--- src/rtl/inv_mix_column_engine_if.sv ---
`default_nettype none
// ============================================================================
//  Module      : inv_mix_column_engine_if
//  Description : Bus bundle between the InvMixColumns engine and its client
//                and the four GF(2^8) multiply ROMs.
//                  Start / Data_In            : column request (client -> engine)
//                  Mul_Read_Enable/_Address   : shared ROM lookup (engine -> ROMs)
//                  Mul9/11/13/14_Data         : ROM products (ROMs -> engine)
//                  Data_Out / Busy / Done     : result and status (engine -> client)
//                Modport slave is the engine; modport master is the
//                environment (client plus ROMs).
//  Revision    : 1.0  initial release
// ============================================================================
interface inv_mix_column_engine_if;
    logic        Start;
    logic [31:0] Data_In;
    logic        Mul_Read_Enable;
    logic [7:0]  Mul_Read_Address;
    logic [7:0]  Mul9_Data;
    logic [7:0]  Mul11_Data;
    logic [7:0]  Mul13_Data;
    logic [7:0]  Mul14_Data;
    logic [31:0] Data_Out;
    logic        Busy;
    logic        Done;

    modport slave (
        input  Start,
        input  Data_In,
        input  Mul9_Data,
        input  Mul11_Data,
        input  Mul13_Data,
        input  Mul14_Data,
        output Mul_Read_Enable,
        output Mul_Read_Address,
        output Data_Out,
        output Busy,
        output Done
    );

    modport master (
        output Start,
        output Data_In,
        output Mul9_Data,
        output Mul11_Data,
        output Mul13_Data,
        output Mul14_Data,
        input  Mul_Read_Enable,
        input  Mul_Read_Address,
        input  Data_Out,
        input  Busy,
        input  Done
    );
endinterface
`default_nettype wire

--- src/rtl/inv_mix_column_engine.sv ---
`default_nettype none
// ============================================================================
//  Module      : inv_mix_column_engine
//  Description : Column-serial AES InvMixColumns engine. One 32-bit column is
//                latched on an accepted Start; its bytes a0..a3 are issued
//                one per cycle on a shared address bus to the x9/x11/x13/x14
//                multiply ROMs (one-cycle registered latency), and the
//                returned products are XOR-accumulated into b0..b3. Data_Out
//                is loaded once, together with a one-cycle Done pulse.
//  Ports       : CLK  - system clock, rising edge
//                RST  - asynchronous active-high reset
//                bus  - inv_mix_column_engine_if.slave (Start, Data_In,
//                       Mul_Read_Enable, Mul_Read_Address, Mul*_Data,
//                       Data_Out, Busy, Done)
//  Options     : INV_MIX_INTERNAL_GF_EN - when defined, products are formed
//                internally with xtime chains; the ROM bus is tied off and
//                the ROM data inputs are ignored. Timing is unchanged.
//  Revision    : 1.0  initial release
// ============================================================================
module inv_mix_column_engine (
    input  wire logic                    CLK,
    input  wire logic                    RST,
    inv_mix_column_engine_if.slave       bus
);

    localparam logic [1:0] S_IDLE  = 2'd0;
    localparam logic [1:0] S_ISSUE = 2'd1;
    localparam logic [1:0] S_WAIT  = 2'd2;
    localparam logic [1:0] S_DONE  = 2'd3;

    logic [1:0]  r_state;
    logic [1:0]  r_idx;        // byte currently presented on the address bus
    logic [31:0] r_col;        // latched input column
    logic        r_en;         // address bus carries a valid byte this cycle
    logic [7:0]  r_addr;       // byte currently presented
    logic        r_pv;         // product data for byte r_pidx is arriving now
    logic [1:0]  r_pidx;
    logic [31:0] r_acc;        // {b0,b1,b2,b3} partial sums
    logic [31:0] r_data_out;
    logic        r_busy;
    logic        r_done;

    logic        w_start_ok;
    logic [1:0]  w_idx_next;
    logic [7:0]  w_m9;
    logic [7:0]  w_m11;
    logic [7:0]  w_m13;
    logic [7:0]  w_m14;
    logic [31:0] w_contrib;
    logic [31:0] w_acc_next;

    function automatic logic [7:0] col_byte(input logic [31:0] col, input logic [1:0] idx);
        logic [7:0] b;
        case (idx)
            2'd0:    b = col[31:24];
            2'd1:    b = col[23:16];
            2'd2:    b = col[15:8];
            default: b = col[7:0];
        endcase
        return b;
    endfunction

    assign w_start_ok = bus.Start && ((r_state == S_IDLE) || (r_state == S_DONE));
    assign w_idx_next = r_idx + 2'd1;

`ifdef INV_MIX_INTERNAL_GF_EN
    // Multiply by x in GF(2^8) modulo x^8+x^4+x^3+x+1.
    function automatic logic [7:0] xtime(input logic [7:0] b);
        return {b[6:0], 1'b0} ^ (b[7] ? 8'h1B : 8'h00);
    endfunction

    // Registered copy of the issued byte stands in for the ROM's read
    // register, so products appear exactly when ROM data would.
    logic [7:0] r_gf_byte;
    logic [7:0] w_x2;
    logic [7:0] w_x4;
    logic [7:0] w_x8;
    logic       w_unused_rom;

    always_ff @(posedge CLK or posedge RST) begin
        if (RST) begin
            r_gf_byte <= 8'h00;
        end else begin
            r_gf_byte <= r_en ? r_addr : 8'h00;
        end
    end

    assign w_x2  = xtime(r_gf_byte);
    assign w_x4  = xtime(w_x2);
    assign w_x8  = xtime(w_x4);
    assign w_m9  = w_x8 ^ r_gf_byte;
    assign w_m11 = w_x8 ^ w_x2 ^ r_gf_byte;
    assign w_m13 = w_x8 ^ w_x4 ^ r_gf_byte;
    assign w_m14 = w_x8 ^ w_x4 ^ w_x2;

    assign w_unused_rom = ^{bus.Mul9_Data, bus.Mul11_Data, bus.Mul13_Data, bus.Mul14_Data};

    assign bus.Mul_Read_Enable  = 1'b0;
    assign bus.Mul_Read_Address = 8'h00;
`else
    assign w_m9  = bus.Mul9_Data;
    assign w_m11 = bus.Mul11_Data;
    assign w_m13 = bus.Mul13_Data;
    assign w_m14 = bus.Mul14_Data;

    assign bus.Mul_Read_Enable  = r_en;
    assign bus.Mul_Read_Address = r_addr;
`endif

    // Products of byte a[j] are routed to b0..b3 using column j of the
    // inverse matrix rows {14,11,13,9}, {9,14,11,13}, {13,9,14,11}, {11,13,9,14}.
    always_comb begin
        w_contrib = 32'h0;
        case (r_pidx)
            2'd0:    w_contrib = {w_m14, w_m9,  w_m13, w_m11};
            2'd1:    w_contrib = {w_m11, w_m14, w_m9,  w_m13};
            2'd2:    w_contrib = {w_m13, w_m11, w_m14, w_m9 };
            default: w_contrib = {w_m9,  w_m13, w_m11, w_m14};
        endcase
    end

    assign w_acc_next = r_pv ? (r_acc ^ w_contrib) : r_acc;

    always_ff @(posedge CLK or posedge RST) begin
        if (RST) begin
            r_state    <= S_IDLE;
            r_idx      <= 2'd0;
            r_col      <= 32'h0;
            r_en       <= 1'b0;
            r_addr     <= 8'h00;
            r_pv       <= 1'b0;
            r_pidx     <= 2'd0;
            r_acc      <= 32'h0;
            r_data_out <= 32'h0;
            r_busy     <= 1'b0;
            r_done     <= 1'b0;
        end else begin
            // ROM data for the byte presented now arrives next cycle.
            r_pv   <= r_en;
            r_pidx <= r_idx;
            r_acc  <= w_acc_next;
            r_done <= 1'b0;

            case (r_state)
                S_ISSUE: begin
                    if (r_idx == 2'd3) begin
                        r_state <= S_WAIT;
                        r_en    <= 1'b0;
                        r_addr  <= 8'h00;
                    end else begin
                        r_idx   <= w_idx_next;
                        r_addr  <= col_byte(r_col, w_idx_next);
                    end
                end
                S_WAIT: begin
                    // The last product lands on this edge; publish the
                    // completed column only now so partial sums never show.
                    r_state    <= S_DONE;
                    r_data_out <= w_acc_next;
                    r_done     <= 1'b1;
                    r_busy     <= 1'b0;
                    r_idx      <= 2'd0;
                end
                default: begin
                    // S_IDLE and S_DONE both accept a new column.
                    if (w_start_ok) begin
                        r_state <= S_ISSUE;
                        r_col   <= bus.Data_In;
                        r_idx   <= 2'd0;
                        r_en    <= 1'b1;
                        r_addr  <= bus.Data_In[31:24];
                        r_acc   <= 32'h0;
                        r_busy  <= 1'b1;
                    end else begin
                        r_state <= S_IDLE;
                    end
                end
            endcase
        end
    end

    assign bus.Data_Out = r_data_out;
    assign bus.Busy     = r_busy;
    assign bus.Done     = r_done;

endmodule
`default_nettype wire
--- src/flat_wrapper.sv ---
// flat-port wrapper written by rule: the top's interface ports become plain ports
module inv_mix_column_engine_flat 
  (CLK, RST, bus_Start, bus_Data_In, bus_Mul9_Data, bus_Mul11_Data, bus_Mul13_Data, bus_Mul14_Data, bus_Mul_Read_Enable, bus_Mul_Read_Address, bus_Data_Out, bus_Busy, bus_Done);
  inv_mix_column_engine_if bus_i ();
  input  wire logic CLK;
  input  wire logic RST;
  input wire logic [$bits(bus_i.Start)-1:0] bus_Start;
  input wire logic [$bits(bus_i.Data_In)-1:0] bus_Data_In;
  input wire logic [$bits(bus_i.Mul9_Data)-1:0] bus_Mul9_Data;
  input wire logic [$bits(bus_i.Mul11_Data)-1:0] bus_Mul11_Data;
  input wire logic [$bits(bus_i.Mul13_Data)-1:0] bus_Mul13_Data;
  input wire logic [$bits(bus_i.Mul14_Data)-1:0] bus_Mul14_Data;
  output wire logic [$bits(bus_i.Mul_Read_Enable)-1:0] bus_Mul_Read_Enable;
  output wire logic [$bits(bus_i.Mul_Read_Address)-1:0] bus_Mul_Read_Address;
  output wire logic [$bits(bus_i.Data_Out)-1:0] bus_Data_Out;
  output wire logic [$bits(bus_i.Busy)-1:0] bus_Busy;
  output wire logic [$bits(bus_i.Done)-1:0] bus_Done;
  assign bus_i.Start = bus_Start;
  assign bus_i.Data_In = bus_Data_In;
  assign bus_i.Mul9_Data = bus_Mul9_Data;
  assign bus_i.Mul11_Data = bus_Mul11_Data;
  assign bus_i.Mul13_Data = bus_Mul13_Data;
  assign bus_i.Mul14_Data = bus_Mul14_Data;
  assign bus_Mul_Read_Enable = bus_i.Mul_Read_Enable;
  assign bus_Mul_Read_Address = bus_i.Mul_Read_Address;
  assign bus_Data_Out = bus_i.Data_Out;
  assign bus_Busy = bus_i.Busy;
  assign bus_Done = bus_i.Done;
  inv_mix_column_engine u_core (.CLK(CLK), .RST(RST), .bus(bus_i));
endmodule
--- config.mk ---
export PLATFORM = sky130hd
export DESIGN_NAME = inv_mix_column_engine_flat
export DESIGN_NICKNAME = d
export VERILOG_FILES = /design/src/rtl/inv_mix_column_engine_if.sv /design/src/rtl/inv_mix_column_engine.sv /design/src/flat_wrapper.sv
export SDC_FILE = /design/constraint.sdc
export NUM_CORES = 1
export LEC_CHECK = 0
export ABC_CLOCK_PERIOD_IN_PS = 4900
export CAP_MARGIN = 0
export CELL_PAD_IN_SITES_DETAIL_PLACEMENT = 0
export CELL_PAD_IN_SITES_GLOBAL_PLACEMENT = 1
export CORE_UTILIZATION = 40
export DETAILED_ROUTE_END_ITERATION = 16
export PLACE_DENSITY_LB_ADDON = 0.1
export RECOVER_POWER = 100
export SLEW_MARGIN = 20
export SYNTH_ARGS = -nofsm -noshare
export SYNTH_HDL_FRONTEND = slang
export SYNTH_SLANG_ARGS = --single-unit
--- constraint.sdc ---
create_clock -name CLK -period 4.9 [get_ports CLK]
set_input_delay 1.47 -clock CLK [delete_from_list [all_inputs] [get_ports CLK]]
set_output_delay 1.47 -clock CLK [all_outputs]
set_load 0.01 [all_outputs]
Word-level counts from Yosys, hierarchy flattened. Cells that the tools add are included.

Equal/unequal tests: 10. Muxes and demuxes: 19. $add $sub $neg: 1. Reductions and logical operators: 14. Bitwise operators: 4.

Operators with widths (number): $mux W32 (3); $pmux W32 S3 (1); $xor A32 B32 Y32 (1); $pmux W8 S3 (1); $mux W8 (2); $pmux W8 S2 (1); $eq A2 B2 Y1 const B (5); $pmux W2 S2 (2); $reduce_and A2 Y1 (4); $eq A2 B1 Y1 const B (3); $logic_not A2 Y1 (3); $mux W2 (3); $mux W1 (4); $pmux W1 S2 (2); $reduce_bool A2 Y1 (2); $not A1 Y1 (3); $reduce_and A3 Y1 (1); $reduce_bool A3 Y1 (1); $add A2 B1 Y2 const B (1); $ne A2 B1 Y1 const B (1); $ne A2 B2 Y1 const B (1); $reduce_or A2 Y1 (1); $logic_and A1 B1 Y1 (1); $logic_or A1 B1 Y1 (1).

Register bits after elaboration: 114. Input bits: 67. Word-level logic and storage cells: 59. Output and inout port bits: 43.

Logic depth before layout (Yosys ltp). Gate-level depths: netlist (run 1).

Depth in word-level cells: 6. Depth in mapped cells: 8. Depth with buffers taken out: 6.

Worst setup path after synthesis (run 1). Ideal clock, no wire load.

Kind: input-to-reg. Start: input port bus_Start. End: register u_core.r_col[18]. Buffers on the path: 3. Setup slack: 2.583 ns. Stages on the path: 6. Setup time: 0.065 ns. Arrival: 2.252 ns. Required time: 4.835 ns. Path through: nand2_1 > buf_2 > clkbuf_1 > buf_2 > nand2_1 > nand2_1.

Word-level cells in the longest chain between the ends: 2.

Ends and longest elaborated chain: start, declared (RTL line flat_wrapper.sv:7) `input wire logic [$bits(bus_i.Start)-1:0] bus_Start;`; $logic_and A1 B1 Y1 (RTL line inv_mix_column_engine.sv:63) `assign w_start_ok = bus.Start && ((r_state == S_IDLE) || (r_state == S_DONE));`; $reduce_and A2 Y1 (no line); end signal, assigned (RTL line inv_mix_column_engine.sv:168) `r_col <= bus.Data_In;`; end, declared (RTL line inv_mix_column_engine.sv:33) `logic [31:0] r_col;`.

Every way passes these cells. A chain may end at the register's enable or synchronous reset.

Final worst setup path (run 1).
Start: input port bus_Start. End: register u_core.r_state[0].

Word-level cells in the longest chain between the ends: 3.

Ends and longest elaborated chain: $logic_and A1 B1 Y1 (RTL line inv_mix_column_engine.sv:63); $mux W1 (RTL line inv_mix_column_engine.sv:166) `if (w_start_ok) begin`; $pmux W2 S2 (RTL line inv_mix_column_engine.sv:144) `case (r_state)`; end signal, assigned (RTL line inv_mix_column_engine.sv:147) `r_state <= S_WAIT;`; end signal, assigned (RTL line inv_mix_column_engine.sv:167) `r_state <= S_ISSUE;`; end signal, assigned (RTL line inv_mix_column_engine.sv:175) `r_state <= S_IDLE;`; end, declared (RTL line inv_mix_column_engine.sv:31) `logic [1:0] r_state;`.

Every way passes these cells.

==> results.json, run 1 <==
{
  "die-area_mm2": 0.0138,
  "pre_cts_ws_ps": 1470,
  "numPortBuffers": 109,
  "final_common_cell": "dfrtp_1",
  "slew_headroom_pct": -95.7,
  "clock_skew_ps": 7.00,
  "status": "finished with violations",
  "crit_cells": 4,
  "num_rows": 41,
  "num_io_pins": 110,
  "yosys_warnings": 0,
  "grt_use_total_pct": 19.8,
  "vias_per_cell": 5.00,
  "clk_latency_ps": 420,
  "h-tree-depth": 4,
  "nets": 682,
  "cts_root_buffer": "clkbuf_16",
  "cp_max_fo": 60,
  "seq_area_frac_synth_pct": 53.4,
  "area_delta_synth_final_pct": 33.0,
  "rrSetupSlack_ps": 1560,
  "power.total_mw": 5.10,
  "cts_buffer_depth": 2,
  "crit_arrival_ps": 3980,
  "core_area_mm2": 0.0128,
  "slew_viol_final": 107,
  "crit_required_ps": 5230,
  "grt_pass1_wl_mm": 21.2,
  "hold_viol": 0,
  "p_seq_share_pct": 33.6,
  "clkPwrFrac_pct": 24.8,
  "cts_hold_buf": 0,
  "whs_path_depth": 0,
  "cp-start-kind": "input pin",
  "antenna_cells": 0,
  "violations": "capacitance limit, slew limit",
  "antenna_found_initial": 0,
  "die_w_um": 118,
  "grt_max_degree": 64,
  "postRouteWirelength_mm": 12.8,
  "drt_iter0_drc": 284,
  "end_kind": "flip-flop",
  "cp_top_family": "simple AND/OR/NAND/NOR gates",
  "clock-sinks": 114,
  "finalCriticalPeriod_ps": 3650,
  "numCtsBuffers": 17,
  "p_sw_share_pct": 35.5,
  "dr.pass1.iters": 4,
  "leakage_nw": 3.12,
  "max_cap_violations": 2,
  "fin_crit_sh_pct": 74.5,
  "die_h_um": 118,
  "final_cell_mix": "dfrtp_1 (113), nand2_1 (85), clkdlybuf4s50_1 (61), mux2i_1 (50), dlygate4sd3_1 (48)",
  "yosys.area.top_type": "dfrtp_1",
  "critical_path.cell_chain": "dlygate4sd3_1 > and2_1 > o21ai_0 > o21ai_0",
  "post_cts_buffers": 0,
  "dp.final_hpwl_mm": 8.64,
  "p_per_area_mw_per_mm2": 718,
  "worst-path-buf-inv": 1,
  "rsz0062_at_grt": "false",
  "crit_top_cell": "o21ai_0",
  "start_util_pct": 41.6,
  "wl_per_cell_um": 16.1,
  "ctsResizeCount": 0,
  "finalSetupTns_ps": 0,
  "fillers": 1167,
  "gp_congestion": 0.760,
  "r2r-start": "u_core.r_state[0]$_DFFE_PP0N_",
  "avgSynthCellArea_um2": 10.5,
  "postLayoutSetupSlackWorst_ps": 1250,
  "synth.distinct_cells": 26,
  "drive_gt1_share_pct": 9.50,
  "vias": 3963,
  "setup_viol": 0,
  "syn-instance-count": 510,
  "worst_pin_slew_ps": 2940,
  "p_comb_share_pct": 41.5,
  "hold_start": "u_core.bus.Mul_Read_Enable$_DFFE_PP0P_",
  "synth-seq-cells": 114,
  "min_to": "u_core.r_pv$_DFF_PP0_",
  "max_freq_mhz": 274,
  "peakVddDrop_v": 0.000477,
  "path_class": "in -> reg",
  "synth_fp_nets": 584,
  "cts_tree": "yes",
  "clkTransAtPathRegs_ps": 50,
  "ant_nets": 0,
  "switchingPower_mw": 1.81,
  "syn_area_mm2": 0.00534,
  "drc": 0,
  "r2r_cells": 4,
  "slowest_stage": "and2_1",
  "intPower_mw": 3.29,
  "critPathLaunch": "bus_Start",
  "hp-class": "reg -> reg",
  "yosys-top-cells-area": "dfrtp_1 (53%), mux2i_1 (9.4%), nand2_1 (6.0%)",
  "critical-path-max-stage-delay_ps": 1550,
  "overflow": 0,
  "r2r-end": "u_core.bus.Data_Out[14]$_DFFE_PP0P_",
  "grt_pass1_vias": 4095,
  "synth_top_area_share_pct": 53.4
}
==> worst register-to-register path: cells and delay by family (launching register included) <==
family                   cells  cell delay [ps]
buffers and inverters        2             2160
multiplexers                 1              490
flip-flops                   1              380
adder cells (fa/ha/maj)      1              180
==> flip-flops by register name, indices dropped and copies added, names as in the netlist, 2 cells and up <==
register and cells:
u_core.r_pidx 2, u_core.bus.Mul_Read_Address 8, u_core.r_idx 2, u_core.r_col 32, u_core.r_state 2, u_core.bus.Data_Out 32
u_core.r_acc 32
==> per-stage QoR <==
stage	utilization (%)	hold slack (ps)	instances	cell area, um2
after detailed placement	50.7	420	761	6510
after CTS	55.5	431	793	7120
final	55.4	423	793	7100
after global placement	50.7	408	761	6510
after global routing	55.4	443	793	7100
after floorplan	-	446	510	5340
==> cell usage after synthesis <==
master,count
o22ai_1,32
o32a_1,8
buf_6,2
a22oi_1,9
xnor2_1,18
dfrtp_1,114
buf_12,2
o21ai_0,14
a221oi_1,8
buf_2,11
mux2_2,13
and2_2,10
nand2b_1,1
clkbuf_1,17
ha_1,7
a21oi_1,13
and2_1,5
nor3_1,1
mux2_4,1
mux2i_1,50
nor2b_1,2
buf_1,2
nand2_1,85
nor2_1,38
inv_1,33
xor2_1,14
==> layout make-up <==
type / instances / area (um2) / area share, %
timing repair buffer: 113 / 1120 / 15.8
multi-input combinational: 329 / 2170 / 30.6
sequential: 114 / 2850 / 40.2
tap: 172 / 215 / 3.03
inverter: 33 / 126 / 1.78
clock inverter: 13 / 159 / 2.24
clock buffer: 19 / 453 / 6.38
==> power groups by stage <==
stage	Clock (mW)	Combinational (mW)	Sequential, mW
2_1_floorplan	0	1.46	1.71
3_3_place_gp	0	2.13	1.72
3_5_place_dp	0	2.18	1.73
4_1_cts	1.29	2.19	1.73
5_1_grt	1.33	2.36	1.77
6_report	1.27	2.12	1.71
==> cell families (layout without fill, tap and decap cells) <==
logic type / after synthesis / after routing / share of synthesized area (%)
AND/OR/NAND/NOR: 142 / 142 / 11.1
multiplexers: 64 / 64 / 12.4
buffers and inverters: 67 / 178 / 5.86
AO/OA/AOI/OAI: 84 / 84 / 10.4
flip-flops: 114 / 114 / 53.4
adder cells (fa/ha/maj): 7 / 7 / 1.64
XOR/XNOR: 32 / 32 / 5.25
==> layer usage <==
layer | global-route usage [%] | vias to the layer above | part of all wire, %
li1 | - | 1920 | -
met1 | 25.8 | 1930 | 48
met2 | 31.8 | 92 | 46
met3 | 5.14 | 21 | 4.1
met4 | 7.45 | 0 | 1.5
met5 | 0 | - | 0
==> worst max path at each step <==
stage | endpoint
after floorplan | u_core.bus.Busy$_DFFE_PP0P_
after global placement | u_core.bus.Mul_Read_Address[1]$_DFFE_PP0P_
after detailed placement | u_core.bus.Mul_Read_Address[2]$_DFFE_PP0P_
after CTS | u_core.bus.Mul_Read_Address[2]$_DFFE_PP0P_
after global routing | u_core.r_col[5]$_DFFE_PP0P_
final | u_core.r_state[0]$_DFFE_PP0N_
Power figures use the tool's default switching activity.
==> inputs of run 2 (changes only) <==
Settings changed: ABC_CLOCK_PERIOD_IN_PS 4900 to 3600.
Clock period 4.9 ns to 3.6 ns, I/O delays scaled along.
==> run 2 against run 1 <==
  * The flow still finishes with violations (capacitance limit, slew limit)
  * Via count increased by 0.38%
  * Clock skew rose by 1.9 ps
  * Power is 35% higher
  * Sequential power grew 36%
  * Clock power is 31% higher
  * Critical path type unchanged
  * Largest cell class unchanged
  * Largest power group unchanged
  * Highest routed layer unchanged
==> results.json, run 2 (same netlist as run 1, synthesis figures left out) <==
{
  "min_to": "u_core.r_pv$_DFF_PP0_",
  "dr.pass1.iters": 4,
  "clock_skew_ps": 8.93,
  "core_area_mm2": 0.0128,
  "final_util_pct": 55.7,
  "antenna_found_initial": 0,
  "die-area_mm2": 0.0138,
  "numCtsBuffers": 17,
  "rrSetupSlack_ps": 940,
  "cp-start-kind": "input pin",
  "grt_pass1_vias": 4054,
  "r2r-end": "u_core.bus.Data_Out[5]$_DFFE_PP0P_",
  "rsz0062_at_grt": "false",
  "status": "finished with violations",
  "dp.final_hpwl_mm": 8.90,
  "violations": "capacitance limit, slew limit",
  "die_w_um": 118,
  "final_cell_mix": "dfrtp_1 (114), nand2_1 (85), clkdlybuf4s50_1 (64), mux2i_1 (50), dlygate4sd3_1 (45)",
  "path_class": "in -> reg",
  "drive_gt1_share_pct": 9.74,
  "max_cap_violations": 3,
  "cts_root_buffer": "clkbuf_16",
  "critical_path.cell_chain": "dlygate4sd3_1 > and2_0 > buf_4 > nand2_1 > o21ai_0",
  "cp_max_fo": 22,
  "post_cts_buffers": 0,
  "slew_viol_final": 96,
  "postRouteWirelength_mm": 12.8,
  "hold_viol": 0,
  "start_util_pct": 41.6,
  "whs_path_depth": 0,
  "end_kind": "flip-flop",
  "num_rows": 41,
  "area_delta_synth_final_pct": 33.7,
  "vias_per_cell": 4.98,
  "num_io_pins": 110,
  "crit_arrival_ps": 3260,
  "cts_tree": "yes",
  "numPortBuffers": 109,
  "final_common_cell": "dfrtp_1",
  "crit_required_ps": 3930,
  "overflow": 0,
  "r2r_cells": 4,
  "hp-class": "reg -> reg",
  "fillers": 1125,
  "vias": 3978,
  "grt_use_total_pct": 19.7,
  "clock-sinks": 114,
  "max_freq_mhz": 341,
  "drc": 0,
  "ctsResizeCount": 0,
  "cp_top_family": "simple AND/OR/NAND/NOR gates",
  "wl_per_cell_um": 16.0,
  "grt_pass1_wl_mm": 21.1,
  "cts_hold_buf": 0,
  "p_per_area_mw_per_mm2": 966,
  "antenna_cells": 0,
  "drt_iter0_drc": 241,
  "peakVddDrop_v": 0.000388,
  "r2r-start": "u_core.r_pidx[0]$_DFF_PP0_",
  "finalCriticalPeriod_ps": 2930,
  "hold_start": "u_core.bus.Mul_Read_Enable$_DFFE_PP0P_",
  "gp_congestion": 0.784,
  "grt_max_degree": 38,
  "fin_crit_sh_pct": 81.5,
  "worst_pin_slew_ps": 1690,
  "leakage_nw": 3.14,
  "slowest_stage": "and2_0",
  "finalSetupTns_ps": 0,
  "worst-path-buf-inv": 2,
  "clkTransAtPathRegs_ps": 50,
  "nets": 688,
  "whs_ps": 422,
  "h-tree-depth": 4,
  "setup_viol": 0,
  "die_h_um": 118,
  "slew_headroom_pct": -13.2,
  "cts_buffer_depth": 2,
  "clk_latency_ps": 410,
  "ant_nets": 0,
  "critical-path-max-stage-delay_ps": 1020
}
[run 2: worst max path at each step]
stage,from,endpoint,slack (ps),depth (start not counted)
3_3_place_gp,bus_Start,u_core.bus.Mul_Read_Address[4]$_DFFE_PP0P_,740,4
5_1_grt,bus_Start,u_core.r_col[1]$_DFFE_PP0P_,470,5
3_5_place_dp,bus_Start,u_core.bus.Mul_Read_Address[3]$_DFFE_PP0P_,670,4
6_report,bus_Start,u_core.r_col[1]$_DFFE_PP0P_,670,5
2_1_floorplan,RST,u_core.bus.Busy$_DFFE_PP0P_,1130,1
4_1_cts,bus_Start,u_core.bus.Mul_Read_Address[3]$_DFFE_PP0P_,1110,4
[run 2: through the flow]
stage	power [mW]	cell area, um2	worst slack [ps]	cells
finish	6.90	7140	667	798
global route	7.38	7140	470	798
CTS	7.08	7150	1110	798
detailed placement	5.37	6570	670	767
global placement	5.30	6570	736	767
floorplan	4.31	5340	1130	510
[run 2: layout make-up]
| cell class | instances | area, um2 | share of cell area, % |
|---|---|---|---|
| Inverter | 33 | 125 | 1.75 |
| Tap cell | 172 | 215 | 3.01 |
| Multi-Input combinational cell | 329 | 2170 | 30.4 |
| Clock buffer | 22 | 454 | 6.36 |
| Sequential cell | 114 | 2850 | 40.0 |
| Clock inverter | 9 | 133 | 1.86 |
| Timing Repair Buffer | 119 | 1190 | 16.6 |
[run 2: routing by layer]
layer  share of wire [%]  GRT usage, %  wire length (um)
met2                  47          30.3              5970
met3                 3.9          4.75               493
met1                  48          26.9              6180
met4                 1.1          7.13               142
met5                   0             0                 0
[run 2: power breakdown]
group | switching (mW) | internal [mW] | leakage [nW]
clock network | 0.563 | 1.10 | 0.280
logic | 1.49 | 1.42 | 1.48
registers | 0.383 | 1.94 | 1.38
==> inputs of run 3 (changes only) <==
Settings changed: ABC_CLOCK_PERIOD_IN_PS 3600 to 2800.
Clock period 3.6 ns to 2.8 ns, I/O delays scaled along.
==> run 3 against run 2 <==
  * The run now ends clean
  * Non-clock buffer count up 4
  * First-iteration DRC count fell by 14%
  * Power up 28%
  * Register-to-register slack got worse by 260 ps
  * Critical endpoint is now u_core.r_col[4]$_DFFE_PP0P_
==> results.json, run 3 (same netlist as run 1, synthesis figures left out) <==
{
  "status": "finished, final reports clean",
  "slowest_stage": "and2_0",
  "cp-start-kind": "input pin",
  "grt_use_total_pct": 19.8,
  "fin_crit_sh_pct": 84.5,
  "clock_skew_ps": 8.22,
  "num_io_pins": 110,
  "critical-path-max-stage-delay_ps": 630,
  "min_to": "u_core.r_pv$_DFF_PP0_",
  "r2r_cells": 4,
  "start_util_pct": 41.6,
  "max_cap_violations": 0,
  "ant_nets": 0,
  "area_delta_synth_final_pct": 33.9,
  "worst_pin_slew_ps": 1010,
  "drc": 0,
  "whs_path_depth": 0,
  "grt_pass1_wl_mm": 21.0,
  "max_freq_mhz": 423,
  "rrSetupSlack_ps": 680,
  "drt_iter0_drc": 207,
  "crit_required_ps": 3080,
  "wl_per_cell_um": 15.9,
  "path_class": "in -> reg",
  "clkTransAtPathRegs_ps": 50,
  "leakage_nw": 3.15,
  "gp_congestion": 0.795,
  "dpl-instance-area_mm2": 0.00661,
  "setup_viol": 0,
  "final_common_cell": "dfrtp_1",
  "die_h_um": 118,
  "slew_headroom_pct": 32.5,
  "finalCriticalPeriod_ps": 2370,
  "cts_tree": "yes",
  "numCtsBuffers": 17,
  "clk_latency_ps": 410,
  "vias_per_cell": 4.95,
  "cts_hold_buf": 0,
  "cts_root_buffer": "clkbuf_16",
  "antenna_cells": 0,
  "fillers": 1163,
  "end_kind": "flip-flop",
  "hold_viol": 0,
  "finalSetupTns_ps": 0,
  "cp_top_family": "buffers and inverters",
  "final_cell_mix": "dfrtp_1 (113), nand2_1 (85), clkdlybuf4s50_1 (64), mux2i_1 (50), dlygate4sd3_1 (45)",
  "nets": 692,
  "critical_path.cell_chain": "dlygate4sd3_1 > and2_0 > clkbuf_2 > o21ai_0",
  "worst-path-buf-inv": 2,
  "numPortBuffers": 109,
  "postRouteWirelength_mm": 12.8,
  "antenna_found_initial": 0,
  "die_w_um": 118,
  "drive_gt1_share_pct": 10.1,
  "dr.pass1.iters": 4,
  "cts_buffer_depth": 2,
  "grt_max_degree": 49,
  "vias": 3974,
  "dp.final_hpwl_mm": 8.92,
  "cp_max_fo": 19,
  "ctsResizeCount": 0,
  "die-area_mm2": 0.0138,
  "peakVddDrop_v": 0.000640,
  "num_rows": 41,
  "p_per_area_mw_per_mm2": 1240,
  "slew_viol_final": 0,
  "crit_arrival_ps": 2640,
  "grt_pass1_vias": 3965,
  "core_area_mm2": 0.0128,
  "r2r-start": "u_core.r_state[1]$_DFFE_PP0N_",
  "hold_start": "u_core.bus.Mul_Read_Enable$_DFFE_PP0P_",
  "dp.cells": 771,
  "fin_area_mm2": 0.00715,
  "post_cts_buffers": 0,
  "stdcell_count": 803,
  "rsz0062_at_grt": "false",
  "h-tree-depth": 4,
  "r2r-end": "u_core.r_col[4]$_DFFE_PP0P_",
  "overflow": 0,
  "hp-class": "reg -> reg",
  "clock-sinks": 114
}
## run 3: changes by cell type in the layout (fill, tap and decap cells not counted)
cell / previous run / this run
clkbuf_1: 4 / 7
buf_4: 7 / 5
clkbuf_8: 1 / 3
clkinv_2: 2 / 4
bufinv_16: 3 / 2
clkbuf_2: 1 / 2
clkbuf_4: 0 / 1
clkinvlp_4: 2 / 1
dfrtp_1: 114 / 113
dfrtp_2: 0 / 1
## run 3: cell type report
| class | instances | area, um2 | share of cell area, % |
|---|---|---|---|
| Inverter | 33 | 125 | 1.75 |
| Clock buffer | 23 | 478 | 6.69 |
| Tap cell | 172 | 215 | 3.01 |
| Clock inverter | 9 | 105 | 1.47 |
| Timing Repair Buffer | 123 | 1200 | 16.8 |
| Multi-Input combinational cell | 329 | 2170 | 30.4 |
| Sequential cell | 114 | 2850 | 39.9 |
## run 3: routing by layer
layer / global-route usage [%] / share of wire (%) / up-vias / wire [um]
li1: - / - / 1937 / -
met1: 26.6 / 47 / 1911 / 6030
met2: 30.0 / 46 / 104 / 5820
met3: 5.14 / 4.9 / 22 / 622
met4: 8.81 / 2.4 / 0 / 303
met5: 0 / 0 / - / 0
## run 3: worst reg2reg max path, stage by stage, from the launching register on
cell      delay, ps
dfrtp_1         390
ha_1            350
and2_0          640
clkbuf_2        460
o21ai_0         150
## run 3: worst max-delay path by stage
stage	startpoint	endpoint	slack [ps]	depth (start not counted)
2_1_floorplan	RST	u_core.bus.Busy$_DFFE_PP0P_	570	1
3_3_place_gp	bus_Start	u_core.bus.Mul_Read_Address[5]$_DFFE_PP0P_	420	6
3_5_place_dp	bus_Start	u_core.bus.Mul_Read_Address[0]$_DFFE_PP0P_	430	6
4_1_cts	u_core.bus.Mul_Read_Enable$_DFFE_PP0P_	bus_Mul_Read_Enable	550	1
5_1_grt	bus_Start	u_core.r_col[23]$_DFFE_PP0P_	310	5
6_report	bus_Start	u_core.r_col[4]$_DFFE_PP0P_	430	4
## run 3: power breakdown
part,switching [mW],internal (mW)
sequential,0.495,2.49
clock,0.724,1.37
combinational,1.93,1.82
total,3.15,5.69
## run 3: per-stage QoR
step | util [%] | hold slack, ps | power (mW) | setup WS [ps]
final | 55.7 | 425 | 8.84 | 433
after global routing | 55.7 | 453 | 9.47 | 310
after floorplan | - | 446 | 5.55 | 575
after detailed placement | 51.5 | 430 | 6.96 | 430
after global placement | 51.5 | 423 | 6.86 | 425
after CTS | 56.1 | 439 | 9.12 | 551
